## src/rtl/stream_arb_pkg.sv

```systemverilog
// Shared types and constants for the stream packet arbiter.
package stream_arb_pkg;

  typedef enum logic {
    IDLE = 1'b0,
    XFER = 1'b1
  } arb_state_e;

  localparam logic [1:0] CSR_ENABLE = 2'd0;
  localparam logic [1:0] CSR_STATUS = 2'd1;
  localparam logic [1:0] CSR_DROPS  = 2'd2;
  localparam logic [1:0] CSR_PKTS   = 2'd3;

  // Width of a port index; never below one bit.
  function automatic int grant_idx_w(input int n);
    return (n <= 2) ? 1 : $clog2(n);
  endfunction

endpackage

```

## src/rtl/rr_pick.sv

```systemverilog
// Combinational round-robin pick: the first set request searching upward
// from ptr+1, wrapping at N.
module rr_pick #(
  parameter int N  = 4,
  parameter int IW = 2
)(
  input  logic [N-1:0]  req,
  input  logic [IW-1:0] ptr,
  output logic          valid,
  output logic [IW-1:0] idx
);

  logic [IW:0] slot;

  // Walk the candidates from farthest to nearest so the nearest requester wins.
  always_comb begin
    valid = 1'b0;
    idx   = '0;
    slot  = '0;
    for (int i = N; i >= 1; i--) begin
      slot = {1'b0, ptr} + (IW+1)'(i);
      if (slot >= (IW+1)'(N)) slot = slot - (IW+1)'(N);
      if (req[slot[IW-1:0]]) begin
        valid = 1'b1;
        idx   = slot[IW-1:0];
      end
    end
  end

endmodule

```

## src/rtl/stream_packet_arbiter.sv

```systemverilog
// Packet-granular round-robin arbiter merging NUM_PORTS Avalon-ST inputs into
// one output stream, with an Avalon-MM CSR slave (enable mask, status, drop
// counter). Define STREAM_ARB_STATS_EN to add a wrapping packet counter at
// CSR address 3; otherwise that address reads 0.
module stream_packet_arbiter
  import stream_arb_pkg::*;
#(
  parameter  int NUM_PORTS  = 4,
  parameter  int DATA_BYTES = 8,
  localparam int DW         = DATA_BYTES * 8,
  localparam int EW         = $clog2(DATA_BYTES),
  localparam int GW         = grant_idx_w(NUM_PORTS)
)(
  input  logic                          clk,
  input  logic                          reset_n,
  input  logic [NUM_PORTS-1:0][DW-1:0]  in_data,
  input  logic [NUM_PORTS-1:0][EW-1:0]  in_empty,
  input  logic [NUM_PORTS-1:0]          in_valid,
  input  logic [NUM_PORTS-1:0]          in_startofpacket,
  input  logic [NUM_PORTS-1:0]          in_endofpacket,
  output logic [NUM_PORTS-1:0]          in_ready,
  output logic [DW-1:0]                 out_data,
  output logic [EW-1:0]                 out_empty,
  output logic                          out_valid,
  output logic                          out_startofpacket,
  output logic                          out_endofpacket,
  input  logic                          out_ready,
  input  logic [1:0]                    csr_address,
  input  logic                          csr_read,
  input  logic                          csr_write,
  input  logic [31:0]                   csr_writedata,
  output logic [31:0]                   csr_readdata,
  output logic                          csr_readdatavalid,
  output logic                          csr_waitrequest
);

  localparam int DIW = $clog2(NUM_PORTS + 1);

  arb_state_e           state, state_nxt;
  logic [GW-1:0]        grant, ptr, pick_idx;
  logic                 pick_vld;
  logic [NUM_PORTS-1:0] enable, req, orphan;
  logic [DIW-1:0]       drop_inc;
  logic [31:0]          drop_count;
  logic [32:0]          drop_sum;
  logic [31:0]          pkt_count;
  logic [31:0]          rd_mux;
  logic                 win, drop_clr;
  logic                 unused_wdata;

  // Only packet starts compete; stray mid-packet words seen while idle are orphans.
  assign req      = in_valid & in_startofpacket & enable;
  assign orphan   = in_valid & ~in_startofpacket & enable;
  assign win      = (state == IDLE) && pick_vld;
  assign drop_clr = csr_write && (csr_address == CSR_DROPS);

  assign csr_waitrequest = 1'b0;
  assign unused_wdata    = ^csr_writedata;

  rr_pick #(.N(NUM_PORTS), .IW(GW)) u_pick (
    .req   (req),
    .ptr   (ptr),
    .valid (pick_vld),
    .idx   (pick_idx)
  );

  // State register; a win latches the grant and moves the round-robin pointer.
  always_ff @(posedge clk) begin
    if (!reset_n) begin
      state <= IDLE;
      grant <= '0;
      ptr   <= GW'(NUM_PORTS - 1);
    end else begin
      state <= state_nxt;
      if (win) begin
        grant <= pick_idx;
        ptr   <= pick_idx;
      end
    end
  end

  // Next state plus the output mux: idle drives zeros, xfer passes the granted port through.
  always_comb begin
    state_nxt         = state;
    out_data          = '0;
    out_empty         = '0;
    out_valid         = 1'b0;
    out_startofpacket = 1'b0;
    out_endofpacket   = 1'b0;
    in_ready          = '0;
    case (state)
      IDLE: begin
        in_ready = orphan;
        if (pick_vld) state_nxt = XFER;
      end
      XFER: begin
        out_data          = in_data[grant];
        out_empty         = in_empty[grant];
        out_valid         = in_valid[grant];
        out_startofpacket = in_startofpacket[grant];
        out_endofpacket   = in_endofpacket[grant];
        in_ready[grant]   = out_ready;
        if (in_valid[grant] && out_ready && in_endofpacket[grant]) state_nxt = IDLE;
      end
      default: state_nxt = IDLE;
    endcase
  end

  // Count orphans dropped this cycle; several ports can drop at once.
  always_comb begin
    drop_inc = '0;
    if (state == IDLE) begin
      for (int p = 0; p < NUM_PORTS; p++) drop_inc = drop_inc + DIW'(orphan[p]);
    end
  end

  assign drop_sum = {1'b0, drop_count} + 33'(drop_inc);

  // Enable mask and saturating drop counter; a clear beats a same-cycle increment.
  always_ff @(posedge clk) begin
    if (!reset_n) begin
      enable     <= '1;
      drop_count <= '0;
    end else begin
      if (csr_write && (csr_address == CSR_ENABLE)) enable <= csr_writedata[NUM_PORTS-1:0];
      if (drop_clr)
        drop_count <= '0;
      else if (drop_inc != '0)
        drop_count <= drop_sum[32] ? 32'hFFFF_FFFF : drop_sum[31:0];
    end
  end

`ifdef STREAM_ARB_STATS_EN
  // Wrapping packet counter, one per grant; a write clears it.
  always_ff @(posedge clk) begin
    if (!reset_n)
      pkt_count <= '0;
    else if (csr_write && (csr_address == CSR_PKTS))
      pkt_count <= '0;
    else if (win)
      pkt_count <= pkt_count + 32'd1;
  end
`else
  assign pkt_count = '0;
`endif

  // CSR read mux.
  always_comb begin
    rd_mux = '0;
    case (csr_address)
      CSR_ENABLE: rd_mux[NUM_PORTS-1:0] = enable;
      CSR_STATUS: begin
        rd_mux[31]  = (state == XFER);
        rd_mux[2:0] = 3'(grant);
      end
      CSR_DROPS:  rd_mux = drop_count;
      default:    rd_mux = pkt_count;
    endcase
  end

  // Fixed one-cycle read latency.
  always_ff @(posedge clk) begin
    if (!reset_n) begin
      csr_readdatavalid <= 1'b0;
      csr_readdata      <= '0;
    end else begin
      csr_readdatavalid <= csr_read;
      if (csr_read) csr_readdata <= rd_mux;
    end
  end

endmodule
```

## config.mk

```make
export PLATFORM = sky130hd
export DESIGN_NAME = stream_packet_arbiter
export DESIGN_NICKNAME = d
export VERILOG_FILES = /design/src/rtl/stream_arb_pkg.sv /design/src/rtl/rr_pick.sv /design/src/rtl/stream_packet_arbiter.sv
export SDC_FILE = /design/constraint.sdc
export NUM_CORES = 1
export LEC_CHECK = 0
export CAP_MARGIN = 0
export CORE_AREA = 2 2 168 170
export CTS_CLUSTER_DIAMETER = 60
export CTS_CLUSTER_SIZE = 25
export DETAILED_ROUTE_END_ITERATION = 7
export DIE_AREA = 0 0 170 172
export GPL_ROUTABILITY_DRIVEN = 0
export PLACE_DENSITY = 0.52
export SLEW_MARGIN = 20
export SYNTH_ARGS = -nofsm -noshare
export SYNTH_HDL_FRONTEND = slang
export SYNTH_HIERARCHICAL = 1
export SYNTH_SLANG_ARGS = --single-unit
```

## constraint.sdc

```tcl
create_clock -name clk -period 5.1 [get_ports clk]
set_input_delay 1.02 -clock clk [delete_from_list [all_inputs] [get_ports clk]]
set_output_delay 1.02 -clock clk [all_outputs]
set_load 0.05 [all_outputs]
```

# [Word-level counts from Yosys, hierarchy flattened]
# Cells that the tools add are included.
[op_classes] addsub=12 magnitude_cmp=10 eq_ne=2 mux=47 bitwise_logic=8 n_reduce_logical=9
[op_table] op="$bmux 64 s2" n=1
[op_table] op="$mux 64" n=2
[op_table] op="$add 32x3->33" n=1
[op_table] op="$mux 32" n=1
[op_table] op="$mux 27" n=1
[op_table] op="$and 4x4->4" n=5
[op_table] op="$mux 1" n=17
[op_table] op="$mux 2" n=8
[op_table] op="$lt 2x3->1 const B" n=5
[op_table] op="$bmux 1 s2" n=7
[op_table] op="$ge 3x3->1 const B" n=4
[op_table] op="$mux 3" n=3
[op_table] op="$pmux 3 s3" n=1
[op_table] op="$pmux 4 s2" n=1
[op_table] op="$sub 2x1->2 const B" n=4
[op_table] op="$add 2x2->3 const B" n=2
[op_table] op="$bmux 3 s2" n=1
[op_table] op="$logic_and 1x1->1" n=6
[op_table] op="$pmux 1 s2" n=3
[op_table] op="$not 4->4" n=1
[op_table] op="$add 2x1->3" n=1
[op_table] op="$add 2x1->3 const B" n=1
[op_table] op="$add 2x3->3 const B" n=1
[op_table] op="$add 3x1->3" n=1
[op_table] op="9 further kinds" n=10
[word_totals] register_bits=74 output_inout_bits=108 word_cells=95

# [Longest topological paths before layout]
# Gate-level depths: netlist of run 1.
[logic_depth] word_depth=11 mapped_depth=13 depth_no_buf=12

# [Hierarchy]
# Netlist of run 1, hierarchy kept.
[by_module_without_submodules] module="stream_packet_arbiter" n_inst=1 cells_per_inst=516 area_each_um2=5571.6 seq_area_each_um2=1481.4
[by_module_without_submodules] module="rr_pick" n_inst=1 cells_per_inst=14 area_each_um2=91.3 seq_area_each_um2=0.0

# [Worst setup path after synthesis of run 1]
# Ideal clock, no wire load.
[synth_timing] kind="input -> register" start="input in_startofpacket[1]" end="register drop_count[23]" setup_ns=0.132 t_arrival_ns=3.624 required_time_ns=4.968 slack_ns=1.344 cell_stages=13 path_buffers=1 cell_sequence="nand3b_1 fa_1 inv_1 ha_1 ha_1 nor2b_1 ha_1 nand3_1 and2_1 clkbuf_1 nor4b_1 xnor2_1 a21oi_1"
[synth_via] elab_chain_len=9 word_cells_on_any_way=10 classes_between="add/sub (4); mux (2); bitwise (3); reduce/logical (1)"
[synth_rtl] item="start, declared" line_no="stream_packet_arbiter.sv:19" text="input logic [NUM_PORTS-1:0] in_startofpacket,"
[synth_rtl] item="$not 4->4 *" line_no="stream_packet_arbiter.sv:53" text="assign orphan = in_valid & ~in_startofpacket & enable;"
[synth_rtl] item="$and 4x4->4 * (2 in series)" line_no="stream_packet_arbiter.sv:53"
[synth_rtl] item="$add 1x1->2 *" line_no="stream_packet_arbiter.sv:113" text="for (int p = 0; p < NUM_PORTS; p++) drop_inc = drop_inc + DIW'(orphan[p]);"
[synth_rtl] item="$add 2x1->3 *" line_no="stream_packet_arbiter.sv:113"
[synth_rtl] item="$add 3x1->3 *" line_no="stream_packet_arbiter.sv:113"
[synth_rtl] item="$mux 3 *" line_no="stream_packet_arbiter.sv:112" text="if (state == IDLE) begin"
[synth_rtl] item="$add 32x3->33" line_no="stream_packet_arbiter.sv:117" text="assign drop_sum = {1'b0, drop_count} + 33'(drop_inc);"
[synth_rtl] item="$mux 32" line_no="stream_packet_arbiter.sv:129" text="drop_count <= drop_sum[32] ? 32'hFFFF_FFFF : drop_sum[31:0];"
[synth_rtl] item="end signal, assigned" line_no="stream_packet_arbiter.sv:129"
[synth_rtl] item="end, declared" line_no="stream_packet_arbiter.sv:44" text="logic [31:0] drop_count;"
# Mark *: on every way between the ends. The rest lies on a longest branch, timed or not.
# A chain may end at the register's enable or synchronous reset.

# [Worst setup path after layout of run 1]
[layout_timing] start="input in_startofpacket[1]" end="register drop_count[21]"
# The elaborated chain is that of the path after synthesis.

==> results of run 1 <==
per-layer routing:
metal	vias to the layer above	global-route usage [%]
met5	-	0
met4	4	2.787
met3	15	11.44
met2	239	27.19
met1	2730	25.14
li1	2756	-
cells by family (layout without fill, tap and decap cells):
group	Yosys count	count (layout)
mux	71	71
compound gates	85	85
other cells	1	4
flops	74	74
fa+ha+maj	11	11
buf+inv	57	431
xor+xnor	25	25
simple gates	206	206
cell usage after synthesis (2+ instances only):
cell,instances
xor2_1,3
nand3b_1,3
ha_1,9
a22oi_1,3
nor4_4,3
mux4_2,70
o22ai_1,7
a21oi_1,29
a222oi_1,2
nor4_1,3
xnor2_1,22
a211oi_1,3
nor4_2,2
nor4b_1,2
a22o_1,27
a21boi_0,2
nand4_4,4
fa_1,2
nor3_2,2
a31oi_1,3
nand2_1,26
nor2b_1,5
nor3_1,12
buf_2,10
buf_1,3
nor2_1,15
and4_1,3
inv_1,12
dfxtp_1,74
clkbuf_1,26
buf_6,5
nand3_1,19
nand2b_1,7
nor3b_1,3
and2_1,77
and3_1,11
cell type report:
class | instances | area (um^2) | area share [%]
antenna | 3 | 7.507 | 0.07344
timing repair buffer | 403 | 4031 | 39.44
sequential | 74 | 1490 | 14.58
inverter | 12 | 45.04 | 0.4406
clock buffer | 10 | 229.0 | 2.240
clock inverter | 6 | 65.06 | 0.6365
multi-input combinational | 399 | 3921 | 38.36
tap | 346 | 432.9 | 4.235
power by group through the flow:
stage | Clock, W | Sequential (W) | Combinational, W
after detailed placement | 0 | 0.000646 | 0.000956
after global placement | 0 | 0.000647 | 0.000959
after CTS | 0.000647 | 0.000634 | 0.000963
final | 0.000635 | 0.000634 | 0.000956
after global routing | 0.000677 | 0.000639 | 0.00101
after floorplan | 0 | 0.000621 | 0.000514
final timing paths:
kind | from | endpoint | slack [ns] | depth (start not counted)
max | in_startofpacket[1] | drop_count[21] | 0.76 | 13
min | csr_readdata[7] | csr_readdata[7] | 0.48 | 1
max reg2reg | enable[1] | drop_count[21] | 1.59 | 12
min reg2reg | csr_readdata[7] | csr_readdata[7] | 0.48 | 1
flip-flops by register name, summed over array words and instances, names as in the netlist:
name	count
enable	4
grant	2
ptr	2
csr_readdatavalid	1
csr_readdata	32
state	1
drop_count	32
through the flow:
stage / instance area (um^2) / cells / total power [W] / utilization [%]
after floorplan: 5663 / 530 / 0.001134 / -
after global placement: 9916 / 1234 / 0.001605 / 36.09
after detailed placement: 9916 / 1234 / 0.001602 / 36.09
after CTS: 10210 / 1250 / 0.002245 / 37.16
after global routing: 10210 / 1250 / 0.002327 / 37.18
final: 10220 / 1253 / 0.002224 / 37.20
==> results.py, run 1 <==
metrics = {
    "status": {
        "outcome": "finished clean",
    },
    "clock_tree": {
        "cts_buffers": 9,
        "cts_hold_buf": 0,
        "cts_tree": "built",
        "clk_path_buf_depth": 2,
        "cts_htree_levels": 3,
        "clk_pin_slew_ns": 0.06,
        "root_buffer": "clkbuf_16",
        "ctsResizeCount": 0,
        "cts.sinks": 74,
        "clkLatencyLatePin_ns": 0.34,
        "post-cts-setup-buffer-count": 0,
    },
    "setup_path": {
        "worst_ep_required_time_ns": 5.37,
        "crit_buf_inv": 2,
        "critical_path_peak_fanout": 24,
        "cp_slowest_cell": "fa_1",
        "critPathTopFamily": "simple AND/OR/NAND/NOR gates",
        "cpPeakStageDelay_ns": 0.58,
        "critPathKind": "primary input to flop",
        "cp_cell_sequence": "clkdlybuf4s50_1 -> nand3b_1 -> fa_1 -> inv_1 -> ha_1 -> ha_1 -> nor2b_1 -> fa_1 -> a21o_1 -> nand3_1 -> nor2_1 -> nand2_2 -> a21oi_1",
        "cp-start-kind": "primary input",
        "critical_path.endpoint_type": "flop",
        "critPathArrivalTime_ns": 4.60,
    },
    "synth": {
        "synth_cell_types": 57,
        "synth_area_um2": 5663,
        "seq_area_frac_synth_pct": 26.16,
        "synth_compound_area_share_pct": 10.83,
        "synth-xor-area-share_pct": 3.867,
        "yosys.area.top_type": "mux4_2",
        "avgSynthCellArea_um2": 10.68,
        "ys.flop_type": "dfxtp_1",
        "syn_nets": 860,
        "synth_top_family_by_area": "multiplexers",
        "synth_area_leaders": "mux4_2 28%, dfxtp_1 26%, and2_1 8.5%, a22o_1 4.2%, xnor2_1 3.4%",
        "synthMuxAreaShare_pct": 28.02,
        "ys_warn_count": 6,
        "synth-edff-count": 0,
        "synthSimpleGateAreaFrac_pct": 23.64,
        "synth_fa_ha_area_share_pct": 2.696,
        "ys_ff_latch": 74,
        "async_reset_ff_share_pct": 0,
        "synth_top_area_share_pct": 27.84,
        "synthCells": 530,
    },
    "timing": {
        "layout_setup_ws_ns": 0.7636,
        "finalMaxSlewViolations": 0,
        "hold_slack_ns": 0.4775,
        "fin_setup_tns_ns": 0,
        "period_share_pct": 85.03,
        "worst_pin_slew_ns": 1.052,
        "clock_skew_ns": 0.01060,
        "min_period_ns": 4.336,
        "rsz0062_at_grt": "no",
        "fmax_ghz": 0.2306,
        "relSlewSlack_pct": 29.85,
        "setup_viol": 0,
        "hold_viol": 0,
    },
    "power": {
        "p_leak_nw": 3.581,
        "p_comb_share_pct": 43.0,
        "p_sw_share_pct": 34.91,
        "clkPwrFrac_pct": 28.5,
        "switchingPower_w": 0.0007765,
        "power.density_nw_per_um2": 217.6,
        "p_seq_share_pct": 28.5,
        "irDropWorstVdd_uv": 128.8,
        "internal_power_w": 0.001448,
    },
    "floorplanning": {
        "rows": 61,
        "io_pins": 427,
        "start_util_pct": 20.61,
        "die_w_um": 170,
        "die_y_um": 172,
        "core_area_um2": 27480,
        "die_area_um2": 29240,
    },
    "layout": {
        "fin_nets": 1229,
        "final_common_cell": "clkdlybuf4s50_1",
        "final_cell_mix": "397 x clkdlybuf4s50_1, 77 x and2_1, 71 x dfxtp_1",
        "drive_gt1_share_pct": 12.72,
        "area_growth_pct": 80.51,
        "fillCellCount": 2736,
    },
    "hold_path": {
        "hp-class": "flop to flop",
    },
    "route": {
        "drt_wl_total_um": 30120,
        "post_drt_wl_per_cell_um": 24.04,
        "drt_first_pass_iters": 4,
        "num_vias": 5744,
        "postRouteAntennaNets": 0,
        "avgViaCountPerCell": 4.584,
        "routed.top_layer": "met5",
        "met1Wirelength_um": 12950,
        "drt_iter0_drc": 305,
        "wl_met2_um": 12670,
        "met3WireLength_um": 4289,
        "drcViolationCount": 0,
    },
    "placed_design": {
        "dp_hpwl_um": 24900,
        "pre_cts_ws_ns": 0.4256,
        "port-buffer-count": 397,
    },
    "grt": {
        "grt_pass1_wl_um": 39640,
        "gr-usage-all-layers_pct": 19.10,
        "grt_max_degree": 47,
        "antenna_found_initial": 3,
        "grt_overflow": 0,
        "grt_pass1_vias": 5610,
    },
    "flow_run": {
        "maxCapViolations": 0,
    },
}
Note: power is estimated with default switching activity, not from simulation.
==> run 2: changes to the inputs <==
CORE_AREA = 2 2 165 167   (was 2 2 168 170)
DIE_AREA = 0 0 167 169   (was 0 0 170 172)
DONT_BUFFER_PORTS = 1   (was default)
GPL_TIMING_DRIVEN = 0   (was default)
PLACE_DENSITY = 0.33   (was 0.52)
==> run 2 against run 1 <==
Worst setup slack improved by 0.41 ns; critical endpoint is now out_data[47]; worst hold slack improved by 0.039 ns; sequential share of layout area rose by 8.3 points; cell count fell by 29%; combinational power fell by 33%; power fell by 12%; sequential cell count did not move; clock power rose by 9.4%; sequential power fell by 3%; non-clock buffer count fell by 358.
==> results.py, run 2 (synthesis results as in run 1) <==
metrics = {
    "timing": {
        "finalMaxSlewViolations": 0,
        "fmax_ghz": 0.2546,
        "setup_viol": 0,
        "rsz0062_at_grt": "no",
        "period_share_pct": 77.00,
        "relSlewSlack_pct": 28.29,
        "worst_pin_slew_ns": 1.078,
        "fin_setup_tns_ns": 0,
        "clock_skew_ns": 0.008583,
        "hold_viol": 0,
        "min_period_ns": 3.927,
    },
    "setup_path": {
        "cp_slowest_cell": "and2_1",
        "r2r_slack_ns": 1.55,
        "cp_cell_sequence": "clkbuf_1 -> clkbuf_1 -> mux4_2 -> and2_1",
        "cp-start-kind": "flop",
        "crit_path_frequent_cell": "clkbuf_1",
        "worst_ep_required_time_ns": 4.08,
        "r2r_cells": 13,
        "critPathKind": "flop to primary output",
        "critical_path_peak_fanout": 10,
        "critical_path.endpoint_type": "primary output",
        "critPathArrivalTime_ns": 2.91,
        "crit_start": "grant[1]",
        "cpPeakStageDelay_ns": 0.68,
        "critPathCapture": "out_data[47]",
        "reg2reg_from": "enable[1]",
        "r2r-end": "drop_count[27]",
    },
    "grt": {
        "grt_overflow": 0,
        "gr-usage-all-layers_pct": 17.89,
        "grt_pass1_wl_um": 35980,
        "grt_max_degree": 14,
        "grt_pass1_vias": 4802,
        "antenna_found_initial": 15,
    },
    "clock_tree": {
        "cts_hold_buf": 0,
        "root_buffer": "clkbuf_16",
        "ctsResizeCount": 0,
        "clk_pin_slew_ns": 0.06,
        "cts_buffers": 9,
        "clk_path_buf_depth": 2,
        "cts_htree_levels": 3,
        "clkLatencyLatePin_ns": 0.34,
        "post-cts-setup-buffer-count": 0,
        "cts_tree": "built",
        "cts.sinks": 74,
    },
    "floorplanning": {
        "core_area_um2": 26500,
        "io_pins": 427,
        "start_util_pct": 21.37,
        "die_w_um": 167,
        "die_y_um": 169,
        "rows": 60,
        "die_area_um2": 28220,
    },
    "layout": {
        "final_cell_mix": "77 x and2_1, 74 x dfxtp_1, 70 x mux4_2",
        "drive_gt1_share_pct": 23.08,
        "fin_nets": 871,
        "seqCellArea_um2": 1481,
        "reg.largest.list": "csr_readdata x32, drop_count x32, enable x4",
        "area_growth_pct": 14.12,
        "multi_input_area_um2": 3940,
        "fillCellCount": 2796,
        "final_common_cell": "and2_1",
        "final_cells": 894,
    },
    "power": {
        "p_leak_nw": 2.162,
        "power.density_nw_per_um2": 301.6,
        "irDropWorstVdd_uv": 167.9,
    },
    "placed_design": {
        "port-buffer-count": 0,
        "dp.cells": 871,
        "dp_hpwl_um": 22960,
    },
    "status": {
        "outcome": "finished clean",
    },
    "route": {
        "drcViolationCount": 0,
        "drt_wl_total_um": 26940,
        "avgViaCountPerCell": 5.237,
        "postRouteAntennaNets": 0,
        "post_drt_wl_per_cell_um": 30.14,
        "drt_first_pass_iters": 5,
        "drt_iter0_drc": 262,
        "num_vias": 4682,
    },
    "flow_run": {
        "maxCapViolations": 0,
    },
    "hold_path": {
        "hp-class": "flop to flop",
    },
}
run 2: cell count changes in the layout (fill, tap and decap cells not counted), moves of 2 or more:
cell	before	now
dfxtp_4	2	0
dfxtp_1	71	74
clkinvlp_4	1	4
clkinv_2	2	0
o22ai_2	0	3
o22ai_1	7	4
buf_6	0	5
clkdlybuf4s50_1	397	0
diode_2	3	7
buf_2	0	10
clkbuf_1	1	26
buf_4	5	1
buf_1	0	3
run 2: routing by layer:
metal | vias to the layer above | GRT usage [%] | part of all wire, %
li1 | 2051 | - | -
met1 | 2287 | 21.24 | 37
met2 | 298 | 26.10 | 43
met3 | 32 | 13.58 | 18
met4 | 14 | 2.811 | 0.91
met5 | - | 0 | 0.39
run 2: metrics by stage:
step | hold WS [ns] | util, % | setup WS, ns | instance area (um^2) | power, W
after floorplan | 0.4688 | - | 1.344 | 5663 | 0.001134
after global placement | 0.4999 | 22.98 | 0.9294 | 6090 | 0.001261
after detailed placement | 0.5036 | 23.08 | 0.9134 | 6116 | 0.001267
after CTS | 0.5218 | 24.32 | 1.132 | 6445 | 0.001974
after global routing | 0.5450 | 24.37 | 0.9626 | 6457 | 0.002038
final | 0.5166 | 24.39 | 1.173 | 6462 | 0.001949
run 2: final cells by class:
| cell class | instances | share of cell area, % |
|---|---|---|
| well taps | 341 | 6.602 |
| diodes | 7 | 0.2711 |
| inverters | 12 | 0.6970 |
| clock buffers | 10 | 3.698 |
| clock inverters | 6 | 1.394 |
| multi-input cells | 399 | 60.97 |
| plain buffers | 45 | 3.446 |
| flip-flops and latches | 74 | 22.92 |
run 2: worst min path at each step:
stage                    from          endpoint  slack (ns)  cells after the start
2_1_floorplan       enable[0]         enable[0]        0.47                      2
3_3_place_gp   drop_count[18]  csr_readdata[18]        0.50                      1
6_report       drop_count[16]  csr_readdata[16]        0.52                      1
4_1_cts        drop_count[18]  csr_readdata[18]        0.52                      1
3_5_place_dp   drop_count[22]  csr_readdata[22]        0.50                      1
5_1_grt        drop_count[11]  csr_readdata[11]        0.55                      1
run 2: power by group:
group	switching [W]	internal [W]	total (W)	leakage (nW)
Clock	0.000254	0.000442	0.000695	0.147
Combinational	0.000447	0.000192	0.000639	1.42
Sequential	0.0000237	0.000591	0.000615	0.599
run 2: worst max-delay path: cells and delay by family, from the launching register on:
kind / cells / cell delay, ns
and+or+nand+nor: 1 / 0.68
muxes: 1 / 0.34
DFF: 1 / 0.34
buffers and inverters: 2 / 1.20
==> run 3: changes to the inputs <==
PLACE_DENSITY = 0.35   (was 0.33)
clock period = 3.15 ns   (was 5.1 ns; I/O delays follow)
==> run 3 against run 2 <==
Non-clock buffer count rose by 9; first-iteration DRC count fell by 9.2%; clock skew fell by 0.0049 ns; via count rose by 1.8%; power rose by 66%; sequential power rose by 62%; sequential cell count did not move; largest cell class unchanged; clock power rose by 64%; cell count rose by 1.6%; core utilization rose by 1.4 points.
==> results.py, run 3 (synthesis results as in run 1) <==
metrics = {
    "status": {
        "outcome": "finished clean",
    },
    "floorplanning": {
        "core_area_um2": 26500,
        "io_pins": 427,
        "die_area_um2": 28220,
        "die_y_um": 169,
        "rows": 60,
        "start_util_pct": 21.37,
        "die_w_um": 167,
    },
    "layout": {
        "final_cell_mix": "76 x and2_1, 71 x dfxtp_1, 70 x mux4_2",
        "fin_nets": 880,
        "fin_area_um2": 6829,
        "drive_gt1_share_pct": 30.45,
        "area_growth_pct": 20.59,
        "final_cells": 908,
        "final_common_cell": "and2_1",
        "reg.largest.list": "csr_readdata x32, drop_count x32, enable x4",
    },
    "setup_path": {
        "critPathTopFamily": "buffers and inverters",
        "cp_cell_sequence": "clkbuf_2 -> clkbuf_1 -> mux4_2 -> and2_1",
        "r2r-end": "drop_count[30]",
        "cp_slowest_cell": "and2_1",
        "critPathArrivalTime_ns": 2.44,
        "crit_buf_inv": 2,
        "r2r_slack_ns": 0.11,
        "r2r_cells": 13,
        "cpPeakStageDelay_ns": 0.62,
        "reg2reg_from": "enable[3]",
        "critical_path.endpoint_type": "primary output",
        "critical_path_peak_fanout": 10,
        "critPathKind": "flop to primary output",
        "worst_ep_required_time_ns": 2.52,
        "cp-start-kind": "flop",
    },
    "timing": {
        "worst_pin_slew_ns": 0.9829,
        "min_period_ns": 3.074,
        "setup_viol": 0,
        "fin_setup_tns_ns": 0,
        "hold_viol": 0,
        "period_share_pct": 97.59,
        "rsz0062_at_grt": "yes",
        "relSlewSlack_pct": 34.63,
        "finalMaxSlewViolations": 0,
        "clock_skew_ns": 0.003654,
        "fmax_ghz": 0.3253,
    },
    "clock_tree": {
        "root_buffer": "clkbuf_16",
        "cts.sinks": 74,
        "cts_buffers": 9,
        "cts_htree_levels": 3,
        "clk_path_buf_depth": 2,
        "clkLatencyLatePin_ns": 0.34,
        "clk_pin_slew_ns": 0.06,
        "cts_tree": "built",
    },
    "power": {
        "irDropWorstVdd_uv": 341.1,
        "fin_total_pwr_w": 0.003235,
        "power.density_nw_per_um2": 473.6,
        "p_leak_nw": 2.426,
    },
    "hold_path": {
        "hp-start": "reset_n",
        "hp-class": "primary input to flop",
        "hold_end": "csr_readdata[31]",
        "hold_depth": 1,
    },
    "placed_design": {
        "postPlaceCellArea_um2": 6212,
        "dp_hpwl_um": 25460,
        "dp.cells": 871,
        "port-buffer-count": 0,
    },
    "route": {
        "drt_iter0_drc": 238,
        "postRouteAntennaNets": 0,
        "drcViolationCount": 0,
        "num_vias": 4765,
        "drt_first_pass_iters": 4,
        "drt_wl_total_um": 29440,
        "avgViaCountPerCell": 5.248,
        "post_drt_wl_per_cell_um": 32.42,
    },
    "grt": {
        "antenna_found_initial": 14,
        "grt_pass1_wl_um": 38860,
        "grt_overflow": 0,
        "gr-usage-all-layers_pct": 19.85,
        "grt_max_degree": 14,
        "grt_pass1_vias": 4929,
    },
    "flow_run": {
        "maxCapViolations": 0,
    },
}
run 3: cell types whose count changed in the layout (fill, tap and decap cells not counted), sizes merged:
cell	delta
clkinv	+2
diode	+5
clkinvlp	-4
clkbuf	+1
inv	+2
buf	+8
run 3: timing repair:
action,CTS,global route
pin swaps,3,24
endpoints found under the setup margin,85,39
hold endpoints to repair,0,0
gates resized for setup,12,32
buffers inserted,1,8
hold buffers,0,0
run 3: where the power goes:
part / switching, W / internal, W
sequential: 0.0000413 / 0.000956
combinational: 0.000756 / 0.000344
clock: 0.000420 / 0.000718
run 3: how the worst max path moves through the flow:
stage                              from        endpoint  slack [ns]  cells past startpoint
finish                         grant[1]    out_data[31]        0.08                      4
global route                  enable[3]  drop_count[28]       -0.04                     13
CTS                           enable[1]  drop_count[25]       0.004                     12
detailed placement  in_startofpacket[1]  drop_count[17]       -0.41                     13
global placement    in_startofpacket[1]  drop_count[22]       -0.37                     12
floorplan           in_startofpacket[1]  drop_count[25]       -0.05                     12
run 3: final cells by class:
type                    count  area [um^2]
repair buffers              9        71.32
clock inverters             6        87.58
diodes                     12        30.03
multi-input cells         399         4192
clock buffers              10        239.0
flip-flops and latches     74         1490
inverters                  12        45.04
well taps                 341        426.7
fillers                  2828        19670
plain buffers              45        247.7
run 3: routing by layer:
layer  GRT usage, %  vias up  part of all wire (%)
li1               -     2078                     -
met1          20.39     2346                    33
met2          36.41      277                    54
met3          5.798       58                   7.2
met4          10.53        6                   5.3
met5              0        -                  0.11
run 3: stage by stage:
stage,utilization [%],hold slack [ns],setup WS (ns)
finish,25.77,0.4167,0.07581
global route,25.72,0.3983,-0.03814
CTS,24.87,0.3955,0.003930
detailed placement,23.44,0.5140,-0.4149
global placement,23.39,0.5015,-0.3707
floorplan,-,0.4688,-0.05132
